$ cat config.mk
export PLATFORM = sky130hd
export DESIGN_NAME = branch_feedback_queue
export DESIGN_NICKNAME = d
export VERILOG_FILES = /design/src/rtl/mips_core_pkg.sv /design/src/rtl/bfq_storage.sv /design/src/rtl/branch_feedback_queue.sv
export SDC_FILE = /design/constraint.sdc
export NUM_CORES = 1
export LEC_CHECK = 0
export CAP_MARGIN = 10
export CORE_ASPECT_RATIO = 0.7
export CORE_MARGIN = 4
export CORE_UTILIZATION = 30
export CTS_CLUSTER_DIAMETER = 120
export CTS_CLUSTER_SIZE = 10
export DETAILED_ROUTE_END_ITERATION = 6
export GPL_TIMING_DRIVEN = 1
export MAX_ROUTING_LAYER = met4
export RECOVER_POWER = 25
export SYNTH_ARGS = -nofsm -noshare
export SYNTH_HDL_FRONTEND = slang
export SYNTH_SLANG_ARGS = --single-unit
$ cat constraint.sdc
create_clock -name clk -period 18.8 [get_ports clk]
set_input_delay 1.88 -clock clk [delete_from_list [all_inputs] [get_ports clk]]
set_output_delay 1.88 -clock clk [all_outputs]
set_load 0.005 [all_outputs]
$ cat src/rtl/mips_core_pkg.sv
// Shared core types: branch outcome enum, queue entry struct and the delay-slot fall-through helper.
`ifndef ADDR_WIDTH
`define ADDR_WIDTH 32
`endif

package mips_core_pkg;

  typedef enum logic {
    NOT_TAKEN = 1'b0,
    TAKEN     = 1'b1
  } BranchOutcome;

  typedef struct packed {
    logic [`ADDR_WIDTH-1:0] pc;
    logic [`ADDR_WIDTH-1:0] target;
    BranchOutcome           prediction;
  } bfq_entry_t;

  // Branch plus delay slot: the next sequential fetch after a not-taken branch.
  function automatic logic [`ADDR_WIDTH-1:0] bfq_fallthrough(input logic [`ADDR_WIDTH-1:0] pc);
    return pc + `ADDR_WIDTH'(8);
  endfunction

endpackage

$ cat src/rtl/bfq_storage.sv
// Entry array for the branch feedback queue: one write port at the tail, combinational read at the head.
module bfq_storage
  import mips_core_pkg::*;
#(
  parameter int DEPTH = 8
) (
  input  logic                     clk,
  input  logic                     we,
  input  logic [$clog2(DEPTH)-1:0] waddr,
  input  bfq_entry_t               wdata,
  input  logic [$clog2(DEPTH)-1:0] raddr,
  output bfq_entry_t               rdata
);

  localparam int PW = $clog2(DEPTH);

  bfq_entry_t entries [DEPTH];

  // Entries carry no reset: their contents are meaningless until written.
  generate
    for (genvar gi = 0; gi < DEPTH; gi++) begin : g_entry
      bfq_entry_t entry_reg;

      always_ff @(posedge clk) begin
        if (we && (waddr == PW'(gi))) begin
          entry_reg <= wdata;
        end
      end

      assign entries[gi] = entry_reg;
    end
  endgenerate

  assign rdata = entries[raddr];

endmodule

$ cat src/rtl/branch_feedback_queue.sv
// In-order queue of in-flight branch predictions with registered predictor feedback and redirect.
// Optional macro BRANCH_FB_STATS_EN adds saturating resolved/mispredicted counters.
module branch_feedback_queue
  import mips_core_pkg::*;
#(
  parameter int DEPTH      = 8,
  parameter int ADDR_WIDTH = `ADDR_WIDTH
) (
  input  logic                     clk,
  input  logic                     rst,
  input  logic                     i_enq_valid,
  input  logic [ADDR_WIDTH-1:0]    i_enq_pc,
  input  logic [ADDR_WIDTH-1:0]    i_enq_target,
  input  BranchOutcome             i_enq_prediction,
  output logic                     o_full,
  output logic [$clog2(DEPTH):0]   o_count,
  input  logic                     i_res_valid,
  input  logic [ADDR_WIDTH-1:0]    i_res_pc,
  input  BranchOutcome             i_res_outcome,
  input  logic                     i_flush,
  output logic                     o_fb_valid,
  output logic [ADDR_WIDTH-1:0]    o_fb_pc,
  output BranchOutcome             o_fb_prediction,
  output BranchOutcome             o_fb_outcome,
  output logic                     o_mispredict,
  output logic [ADDR_WIDTH-1:0]    o_redirect_pc,
`ifdef BRANCH_FB_STATS_EN
  output logic [31:0]              o_stat_resolved,
  output logic [31:0]              o_stat_mispredicted,
`endif
  output logic                     o_desync
);

  localparam int PW = $clog2(DEPTH);
  localparam int CW = PW + 1;

  logic [PW-1:0] head_reg, tail_reg;
  logic [CW-1:0] count_reg;
  bfq_entry_t    head_entry, enq_entry;

  logic res_fire, res_match, res_desync, res_mispredict, squash, enq_accept;
  logic [ADDR_WIDTH-1:0] redirect_next;

  assign enq_entry = '{pc: i_enq_pc, target: i_enq_target, prediction: i_enq_prediction};

  bfq_storage #(.DEPTH(DEPTH)) u_storage (
    .clk   (clk),
    .we    (enq_accept),
    .waddr (tail_reg),
    .wdata (enq_entry),
    .raddr (head_reg),
    .rdata (head_entry)
  );

  always_comb begin
    res_fire       = i_res_valid && (count_reg != '0);
    res_match      = res_fire && (i_res_pc == head_entry.pc);
    res_desync     = res_fire && !res_match;
    // A flush owns the redirect, so a same-cycle wrong direction is not reported as mispredict.
    res_mispredict = res_match && !i_flush && (head_entry.prediction != i_res_outcome);
    squash         = i_flush || res_desync || res_mispredict;
    enq_accept     = i_enq_valid && !squash && ((count_reg != CW'(DEPTH)) || res_match);
    redirect_next  = (i_res_outcome == TAKEN) ? head_entry.target : bfq_fallthrough(head_entry.pc);
  end

  always_ff @(posedge clk or posedge rst) begin
    if (rst) begin
      head_reg  <= '0;
      tail_reg  <= '0;
      count_reg <= '0;
    end else if (squash) begin
      head_reg  <= '0;
      tail_reg  <= '0;
      count_reg <= '0;
    end else begin
      head_reg  <= head_reg + PW'(res_match);
      tail_reg  <= tail_reg + PW'(enq_accept);
      count_reg <= count_reg + CW'(enq_accept) - CW'(res_match);
    end
  end

  always_ff @(posedge clk or posedge rst) begin
    if (rst) begin
      o_fb_valid      <= 1'b0;
      o_fb_pc         <= '0;
      o_fb_prediction <= NOT_TAKEN;
      o_fb_outcome    <= NOT_TAKEN;
      o_mispredict    <= 1'b0;
      o_redirect_pc   <= '0;
      o_desync        <= 1'b0;
    end else begin
      o_fb_valid   <= res_match;
      o_mispredict <= res_mispredict;
      o_desync     <= res_desync;
      if (res_match) begin
        o_fb_pc         <= head_entry.pc;
        o_fb_prediction <= head_entry.prediction;
        o_fb_outcome    <= i_res_outcome;
      end
      if (res_mispredict) begin
        o_redirect_pc <= redirect_next;
      end
    end
  end

`ifdef BRANCH_FB_STATS_EN
  always_ff @(posedge clk or posedge rst) begin
    if (rst) begin
      o_stat_resolved     <= '0;
      o_stat_mispredicted <= '0;
    end else begin
      if (o_fb_valid && (o_stat_resolved != '1)) begin
        o_stat_resolved <= o_stat_resolved + 32'd1;
      end
      if (o_mispredict && (o_stat_mispredicted != '1)) begin
        o_stat_mispredicted <= o_stat_mispredicted + 32'd1;
      end
    end
  end
`endif

  assign o_full  = (count_reg == CW'(DEPTH));
  assign o_count = count_reg;

endmodule
==> results of run 1 <==
[cell type report]
class                           instances  area share, %
Timing Repair Buffer                  203           6.66
Multi-Input combinational cell        587           21.6
Clock inverter                          3          0.166
Sequential cell                       599           59.9
Clock buffer                          116           6.69
Tap cell                             1068           4.54
Antenna cell                            9         0.0766
Inverter                               31          0.400
[worst max-delay path by stage]
stage               slack [ns]                   from                               end
finish                   12.06  head_reg[0]$_DFF_PP0_  u_storage.entries[467]$_DFFE_PP_
global route             11.74  head_reg[0]$_DFF_PP0_  u_storage.entries[494]$_DFFE_PP_
CTS                      12.11  head_reg[0]$_DFF_PP0_  u_storage.entries[515]$_DFFE_PP_
detailed placement       12.11  head_reg[0]$_DFF_PP0_  u_storage.entries[468]$_DFFE_PP_
global placement         12.15  head_reg[0]$_DFF_PP0_  u_storage.entries[494]$_DFFE_PP_
floorplan                 8.78           i_res_pc[29]  u_storage.entries[390]$_DFFE_PP_
[cells by family after synthesis]
kind of cell / after synthesis
and+or+nand+nor: 174
muxes: 272
DFF: 599
xor gates and xnor gates: 46
AOI/OAI and AO/OA: 84
buffers and inverters: 90
adders and majority gates: 11
[cell usage in the layout, fill, tap and decap left out, types with 5 or more instances in the layout]
| master | count |
|---|---|
| sky130_fd_sc_hd__edfxtp_1 | 520 |
| sky130_fd_sc_hd__clkdlybuf4s50_1 | 136 |
| sky130_fd_sc_hd__mux4_2 | 101 |
| sky130_fd_sc_hd__mux2i_1 | 90 |
| sky130_fd_sc_hd__dfrtp_1 | 76 |
| sky130_fd_sc_hd__clkbuf_16 | 72 |
| sky130_fd_sc_hd__clkbuf_1 | 44 |
| sky130_fd_sc_hd__mux2_2 | 39 |
| sky130_fd_sc_hd__dlygate4sd3_1 | 39 |
| sky130_fd_sc_hd__nand2_1 | 34 |
| sky130_fd_sc_hd__mux2_1 | 34 |
| sky130_fd_sc_hd__inv_1 | 29 |
| sky130_fd_sc_hd__xnor2_1 | 28 |
| sky130_fd_sc_hd__nor2_1 | 27 |
| sky130_fd_sc_hd__buf_4 | 27 |
| sky130_fd_sc_hd__xor2_1 | 18 |
| sky130_fd_sc_hd__o21ai_0 | 18 |
| sky130_fd_sc_hd__nor3_1 | 15 |
| sky130_fd_sc_hd__nand3_1 | 12 |
| sky130_fd_sc_hd__and2_1 | 11 |
| sky130_fd_sc_hd__a22oi_1 | 11 |
| sky130_fd_sc_hd__a21oi_1 | 10 |
| sky130_fd_sc_hd__a22o_1 | 10 |
| sky130_fd_sc_hd__ha_1 | 10 |
| sky130_fd_sc_hd__diode_2 | 9 |
| sky130_fd_sc_hd__nor2b_1 | 9 |
| sky130_fd_sc_hd__nor4_1 | 8 |
| sky130_fd_sc_hd__nand4_1 | 8 |
| sky130_fd_sc_hd__nor3b_1 | 7 |
| sky130_fd_sc_hd__nand2b_1 | 6 |
| sky130_fd_sc_hd__or3_1 | 6 |
| sky130_fd_sc_hd__and3_1 | 5 |
| sky130_fd_sc_hd__mux2i_4 | 5 |
[metal layers]
layer,vias up,track usage (%)
li1,5557,-
met1,6695,22.3
met2,527,22.7
met3,84,5.34
met4,0,2.68
met5,-,-
[power by group through the flow]
stage	registers [uW]	logic [uW]	clock network [uW]
after floorplan	1530	128	0
after global placement	1530	253	0
after detailed placement	1540	256	0
after CTS	1510	257	1240
after global routing	1510	274	1310
final	1510	254	1220
[through the flow]
step	area (um2)	hold WS, ns	setup slack, ns
6_report	29400	0.489	12.06
5_1_grt	29400	0.510	11.74
4_1_cts	29400	0.491	12.11
3_5_place_dp	27400	0.475	12.11
3_3_place_gp	27400	0.476	12.15
2_1_floorplan	24400	0.483	8.78
==> summary.txt, run 1 <==
STA
  • Final-report setup violation count: 0
  • Final number of max-transition violations: 33
  • Final worst clock skew: between 0.02 and 0.025 ns
  • Slew Limit Headroom: -2.45%
  • Final critical-path share of the clock period: about 36%
  • Slew of the pin with the lowest slew margin: 1.53 ns
  • TNS Setup: 0 ns
  • RSZ-0062 raised after global routing: false
  • Period minus WS final: approximately 6.7 ns
  • Fmax: around 150 MHz
  • Number of hold violations in the final report: 0

Die
  • Io pins: around 180
  • Placeable Area: slightly above 0.08 mm2
  • Area of the die: 0.0860 mm2
  • Die Span X: 349 um
  • Die span in y: 247 um
  • Site Rows: 87
  • Starting density of the core: between 30% and 40%

Logic synthesis
  • Cell area after technology mapping: about 0.024 mm2
  • Number of instances in the synthesized netlist: 1,276
  • Top post-synthesis cells by area: sky130_fd_sc_hd__edfxtp_1 (64%), sky130_fd_sc_hd__mux4_2 (9.3%), sky130_fd_sc_hd__dfrtp_1 (8.1%)
  • Portion of netlist area occupied by mux cells: around 17%
  • Mapped Avg Cell Area: roughly 19 um2
  • EDFF count, synth: 520
  • Area share of fa/ha/maj cells after synthesis: less than 1%
  • Yosys synthesis warning count: 0
  • Fraction of the yosys area taken by sequential cells: between 70 and 80%
  • Area fraction in and, or, nand and nor cells after synthesis: between 4 and 5%
  • FFs w/ async S/R, synth: between 10% and 20%
  • Register bit total from synthesis: 599
  • Combinational family with the most area after synthesis: multiplexers
  • Unique cell type count in the Yosys netlist: 66
  • Share of Yosys cell area claimed by the top area cell type: between 60% and 70%
  • Synthesized-area fraction occupied by ao, oa, aoi and oai cells: around 2.4%
  • XOR/XNOR Fraction of Synth Area: approximately 1.7%
  • Cell with the most instances after synthesis: sky130_fd_sc_hd__edfxtp_1
  • Synth area leader: sky130_fd_sc_hd__edfxtp_1
  • Synthesized netlist net count: 1,390
  • Most used flip-flop cell after synthesis: sky130_fd_sc_hd__edfxtp_1
  • Top cells by instance count after synthesis: sky130_fd_sc_hd__edfxtp_1 (520), sky130_fd_sc_hd__mux4_2 (101), sky130_fd_sc_hd__mux2i_1 (90)

Route
  • Count of unresolved DRC violations after routing: 0
  • Total vias in the final route: 12.9k
  • Router iterations before antenna repair: 5
  • Antenna-violating nets left: 0
  • Length of routed met2 wiring: 28,800 um
  • Uppermost layer routed: met4
  • Average via count per standard cell: 4.92
  • Post-detailed-routing wire length: ~67,000 um
  • Post-route met1 wirelength: between 30,000 and 40,000 um
  • Met3 wire length: around 6600 um
  • Starting DRC count in detailed routing: 1,258
  • Drt wl/cell: 25.4 um

Setup path
  • Highest cell delay on the worst timing path: slightly above 0.9 ns
  • Critical path's top delay family: simple AND/OR/NAND/NOR gates
  • Largest fanout on the critical path: ~50
  • Cell repeated most along the worst path: sky130_fd_sc_hd__buf_4
  • Arrival time reported for the critical path endpoint: just under 7 ns
  • Number of cells traversed by the worst register-to-register path: 10
  • Chain of cells forming the critical path: buf_4, mux4_2, nor2_1, a221oi_1, xor2_1, nor4_1, nand3_1, o31ai_2, and3b_2, buf_4
  • Endpoint of the worst-slack reg-to-reg timing path: u_storage.entries[467]$_DFFE_PP_
  • Buffers & Inverters on Critical Path: 2
  • Startpoint-to-endpoint class of the critical path: register to register
  • Startpoint class of the critical path: register
  • Required time of the critical path: around 19 ns
  • Startpoint of the worst register-to-register path: head_reg[0]$_DFF_PP0_
  • Crit. End Element: register
  • Slowest cell on the critical path: sky130_fd_sc_hd__dfrtp_4
  • Slack of the worst reg-to-reg path: between 10 and 15 ns
  • Worst path depth: 10

Power
  • Worst IR drop on VDD: between 0.06 and 0.07 mV
  • Power Total: roughly 3000 uW
  • Switching component of the power: approximately 680 uW
  • Switching part of the total: approximately 23%
  • Share of total power in combinational logic: between 8 and 9%
  • Internal Power: around 2300 uW
  • Standby leakage power: 0.00958 uW
  • Fraction of power consumed by the clock network: 40.8%
  • Pwr Density: approximately 100 mW/mm2
  • Fraction of power consumed by sequential logic: between 50% and 60%

Layout
  • Number of flip-flops under the largest register name: 520
  • Utilization after layout: about 37%
  • Layout cell share with drive strength beyond 1: between 10% and 20%
  • Total area of multi-input combinational cells: roughly 0.0064 mm2
  • Non-filler instance count after layout: approximately 2.6k
  • Total Nets Final: 1,605
  • Fillers: 7,383
  • Area growth from synthesis to layout: 20.6%
  • Area of all sequential standard cells: between 0.015 and 0.02 mm2

Worst hold path
  • Hold Path End: o_redirect_pc[10]$_DFFE_PP0P_
  • Hold path cells: 1
  • Worst min-delay path class: register to register
  • HP Start: o_redirect_pc[10]$_DFFE_PP0P_

Global routing
  • Vias in the first global route: around 13k
  • First-pass GRT wire length: approximately 96,000 um
  • Number of antenna violations at the first check in global routing: 20
  • Total congestion overflow after global routing: 0
  • Total global routing track utilization: 15.9%
  • Largest net degree at the start of global routing: 58

CTS
  • Number of clock buffers inserted by TritonCTS: just under 70
  • Clock-pin slew reported for the worst setup and hold paths after clock tree synthesis: approximately 0.06 ns
  • Count of hold-fix buffers inserted at cts: 0
  • Post-CTS Repair Setup Buffers: 0
  • Cell at the root of the clock tree: sky130_fd_sc_hd__clkbuf_16
  • Max Buffers Root-to-Sink: 3
  • Clock tree from TritonCTS: built
  • Clk sink count: 599
  • H-tree level count: 3
  • Source-to-sink clock delay at the later pin of the worst-skew pair: 0.59 ns
  • CTS-repair resized insts: 0

Place
  • Placed instance count: about 2.5k
  • DP HPWL: between 40,000 and 50,000 um
  • IO buf count: between 150 and 200
  • GPL Wtd Cong: between 0.8 and 0.9

Status
  • Result of the run: finished with violations
  • Failing checks: max-capacitance violations, max-slew violations

Job
  • Max-capacitance violation count: 1
No activity file was read; power rests on OpenSTA's default activity.
==> run 2: changes to the inputs <==
==> constraint.sdc (replaced) <==
create_clock -name clk -period 6 [get_ports clk]
set_input_delay 0.6 -clock clk [delete_from_list [all_inputs] [get_ports clk]]
set_output_delay 0.6 -clock clk [all_outputs]
set_load 0.005 [all_outputs]
==> run 2 against run 1 <==
  * The flow now finishes without violations
  * Final cell count rose by 0.84%
  * Maximum frequency rose by 29%
  * Worst hold slack improved by 0.0013 ns
  * Sequential power rose to 3.1 times the previous value
  * Setup slack got worse by 11 ns
  * Largest cell class unchanged
  * Largest power group unchanged
  * Highest routed layer unchanged
==> summary.txt, run 2 (synthesized netlist as in run 1, its figures left out) <==
STA
  • RSZ-0062 raised after global routing: false
  • Final worst clock skew: between 0.02 and 0.03 ns
  • Worst hold margin: roughly 0.5 ns
  • Number of hold violations in the final report: 0
  • Final critical-path share of the clock period: 86.8%
  • TNS Setup: 0 ns
  • Final setup slack of the worst path: between 0.7 and 0.8 ns
  • Slew of the pin with the lowest slew margin: between 1 and 1.5 ns
  • Final-report setup violation count: 0
  • Fmax: ~190 MHz
  • Final number of max-transition violations: 0
  • Period minus WS final: roughly 5.2 ns
  • Slew Limit Headroom: between 5 and 6%

Route
  • Total vias in the final route: between 10k and 15k
  • Antenna-violating nets left: 0
  • Count of unresolved DRC violations after routing: 0
  • Starting DRC count in detailed routing: ~1.4k
  • Post-detailed-routing wire length: around 67,000 um
  • Router iterations before antenna repair: 6
  • Drt wl/cell: 25.3 um
  • Average via count per standard cell: between 4 and 5

Place
  • Placed instance count: 2,504
  • Post-Place Cell Area: 0.0276 mm2
  • IO buf count: 176
  • GPL Wtd Cong: about 0.86
  • DP HPWL: between 40,000 and 50,000 um
  • Dpl ws: about 0.84 ns

Layout
  • Area growth from synthesis to layout: 21.9%
  • Leading cell type in the layout, fill and taps excluded: sky130_fd_sc_hd__edfxtp_1
  • Design Area, Final: a little under 0.03 mm2
  • Total Nets Final: 1,621
  • Commonest non-fill, non-tap cells in the layout: sky130_fd_sc_hd__edfxtp_1 (520), sky130_fd_sc_hd__clkdlybuf4s50_1 (136), sky130_fd_sc_hd__mux4_2 (101), sky130_fd_sc_hd__mux2i_1 (90), sky130_fd_sc_hd__dfrtp_1 (76)
  • Fillers: about 7.4k
  • Layout cell share with drive strength beyond 1: a little under a fifth
  • Number of flip-flops under the largest register name: between 500 and 600
  • Non-filler instance count after layout: roughly 2.6k

Global routing
  • Global-route layer with the greatest usage: met2
  • Largest net degree at the start of global routing: 57
  • Global routing usage on met1: a little over a fifth
  • Number of antenna violations at the first check in global routing: 15
  • Total congestion overflow after global routing: 0
  • Total global routing track utilization: approximately 16%
  • Vias in the first global route: ~13k
  • Met2 GRT Util: roughly 23%
  • Met3 track demand over resource in global routing: 6.14%
  • First-pass GRT wire length: 95,100 um

CTS
  • Cell at the root of the clock tree: sky130_fd_sc_hd__clkbuf_16
  • Max Buffers Root-to-Sink: 3
  • Clk sink count: about 600
  • Clock-pin slew reported for the worst setup and hold paths after clock tree synthesis: ~0.060 ns
  • Clock tree from TritonCTS: built
  • H-tree level count: 3
  • CTS-repair resized insts: 0
  • Count of hold-fix buffers inserted at cts: 0
  • Source-to-sink clock delay at the later pin of the worst-skew pair: around 0.62 ns
  • Post-CTS Repair Setup Buffers: 0
  • Number of clock buffers inserted by TritonCTS: approximately 70

Worst hold path
  • Worst min-delay path class: register to register

Die
  • Die Span X: 349 um
  • Site Rows: 87
  • Placeable Area: approximately 0.081 mm2
  • Starting density of the core: 30.3%
  • Io pins: between 150 and 200
  • Area of the die: 0.0860 mm2
  • Die span in y: around 250 um

Job
  • Max-capacitance violation count: 0

Status
  • Result of the run: finished clean

Setup path
  • Largest fanout on the critical path: 45
  • Required time of the critical path: about 6.2 ns
  • Crit. End Element: register
  • Arrival time reported for the critical path endpoint: 5.44 ns
  • Startpoint class of the critical path: register
  • Startpoint-to-endpoint class of the critical path: register to register

Power
  • Standby leakage power: 0.00971 uW
  • Pwr Density: between 300 and 400 mW/mm2
  • Worst IR drop on VDD: about 0.18 mV
run 2: final cells by class:
cell class	count	area, um2	area share, %
Sequential cell	599	17600	59.2
Clock buffer	121	1920	6.47
Inverter	31	118	0.396
Multi-Input combinational cell	587	6350	21.4
Clock inverter	7	155	0.522
Timing Repair Buffer	219	2220	7.46
Tap cell	1068	1340	4.50
Antenna cell	6	15.0	0.0505
run 2: per-layer routing:
| layer | part of all wire (%) | routed length, um | vias to the layer above |
|---|---|---|---|
| met4 | 1.6 | 1040 | 0 |
| met2 | 44 | 29700 | 573 |
| met1 | 43 | 29000 | 6758 |
| met5 | 0 | 0 | - |
| li1 | - | - | 5592 |
| met3 | 11 | 7090 | 92 |
run 2: worst max-delay path, stage by stage (launching register included):
cell and delay, ns:
sky130_fd_sc_hd__dfrtp_4 0.70, sky130_fd_sc_hd__buf_12 0.34, sky130_fd_sc_hd__buf_4 0.33, sky130_fd_sc_hd__mux2_2 0.36, sky130_fd_sc_hd__o22ai_1 0.34, sky130_fd_sc_hd__or3_1 0.18
sky130_fd_sc_hd__nand4b_1 0.11, sky130_fd_sc_hd__nor4_2 0.50, sky130_fd_sc_hd__nand4_4 0.31, sky130_fd_sc_hd__o31ai_2 0.65, sky130_fd_sc_hd__and4b_2 0.40, sky130_fd_sc_hd__buf_4 0.51
run 2: path summary, 6_finish.rpt:
kind	slack (ns)	end	depth (start not counted)	start
min	0.49	o_redirect_pc[0]$_DFFE_PP0P_	1	o_redirect_pc[0]$_DFFE_PP0P_
max in group asynchronous	3.77	head_reg[1]$_DFF_PP0_	3	rst
max	0.79	u_storage.entries[266]$_DFFE_PP_	11	head_reg[0]$_DFF_PP0_
min in group asynchronous	0.76	o_redirect_pc[7]$_DFFE_PP0P_	2	rst
max reg2reg	0.79	u_storage.entries[266]$_DFFE_PP_	11	head_reg[0]$_DFF_PP0_
min reg2reg	0.49	o_redirect_pc[0]$_DFFE_PP0P_	1	o_redirect_pc[0]$_DFFE_PP0P_
run 2: report_power, final:
part | switching (uW) | internal (uW)
clock | 1670 | 2200
combinational | 508 | 311
sequential | 40.9 | 4680
total | 2220 | 7200
run 2: through the flow:
stage	utilization (%)	power, uW
global placement	34.3	5620
detailed placement	34.3	5630
floorplan	-	5210
finish	36.9	9420
global route	36.9	9770
CTS	36.9	9520
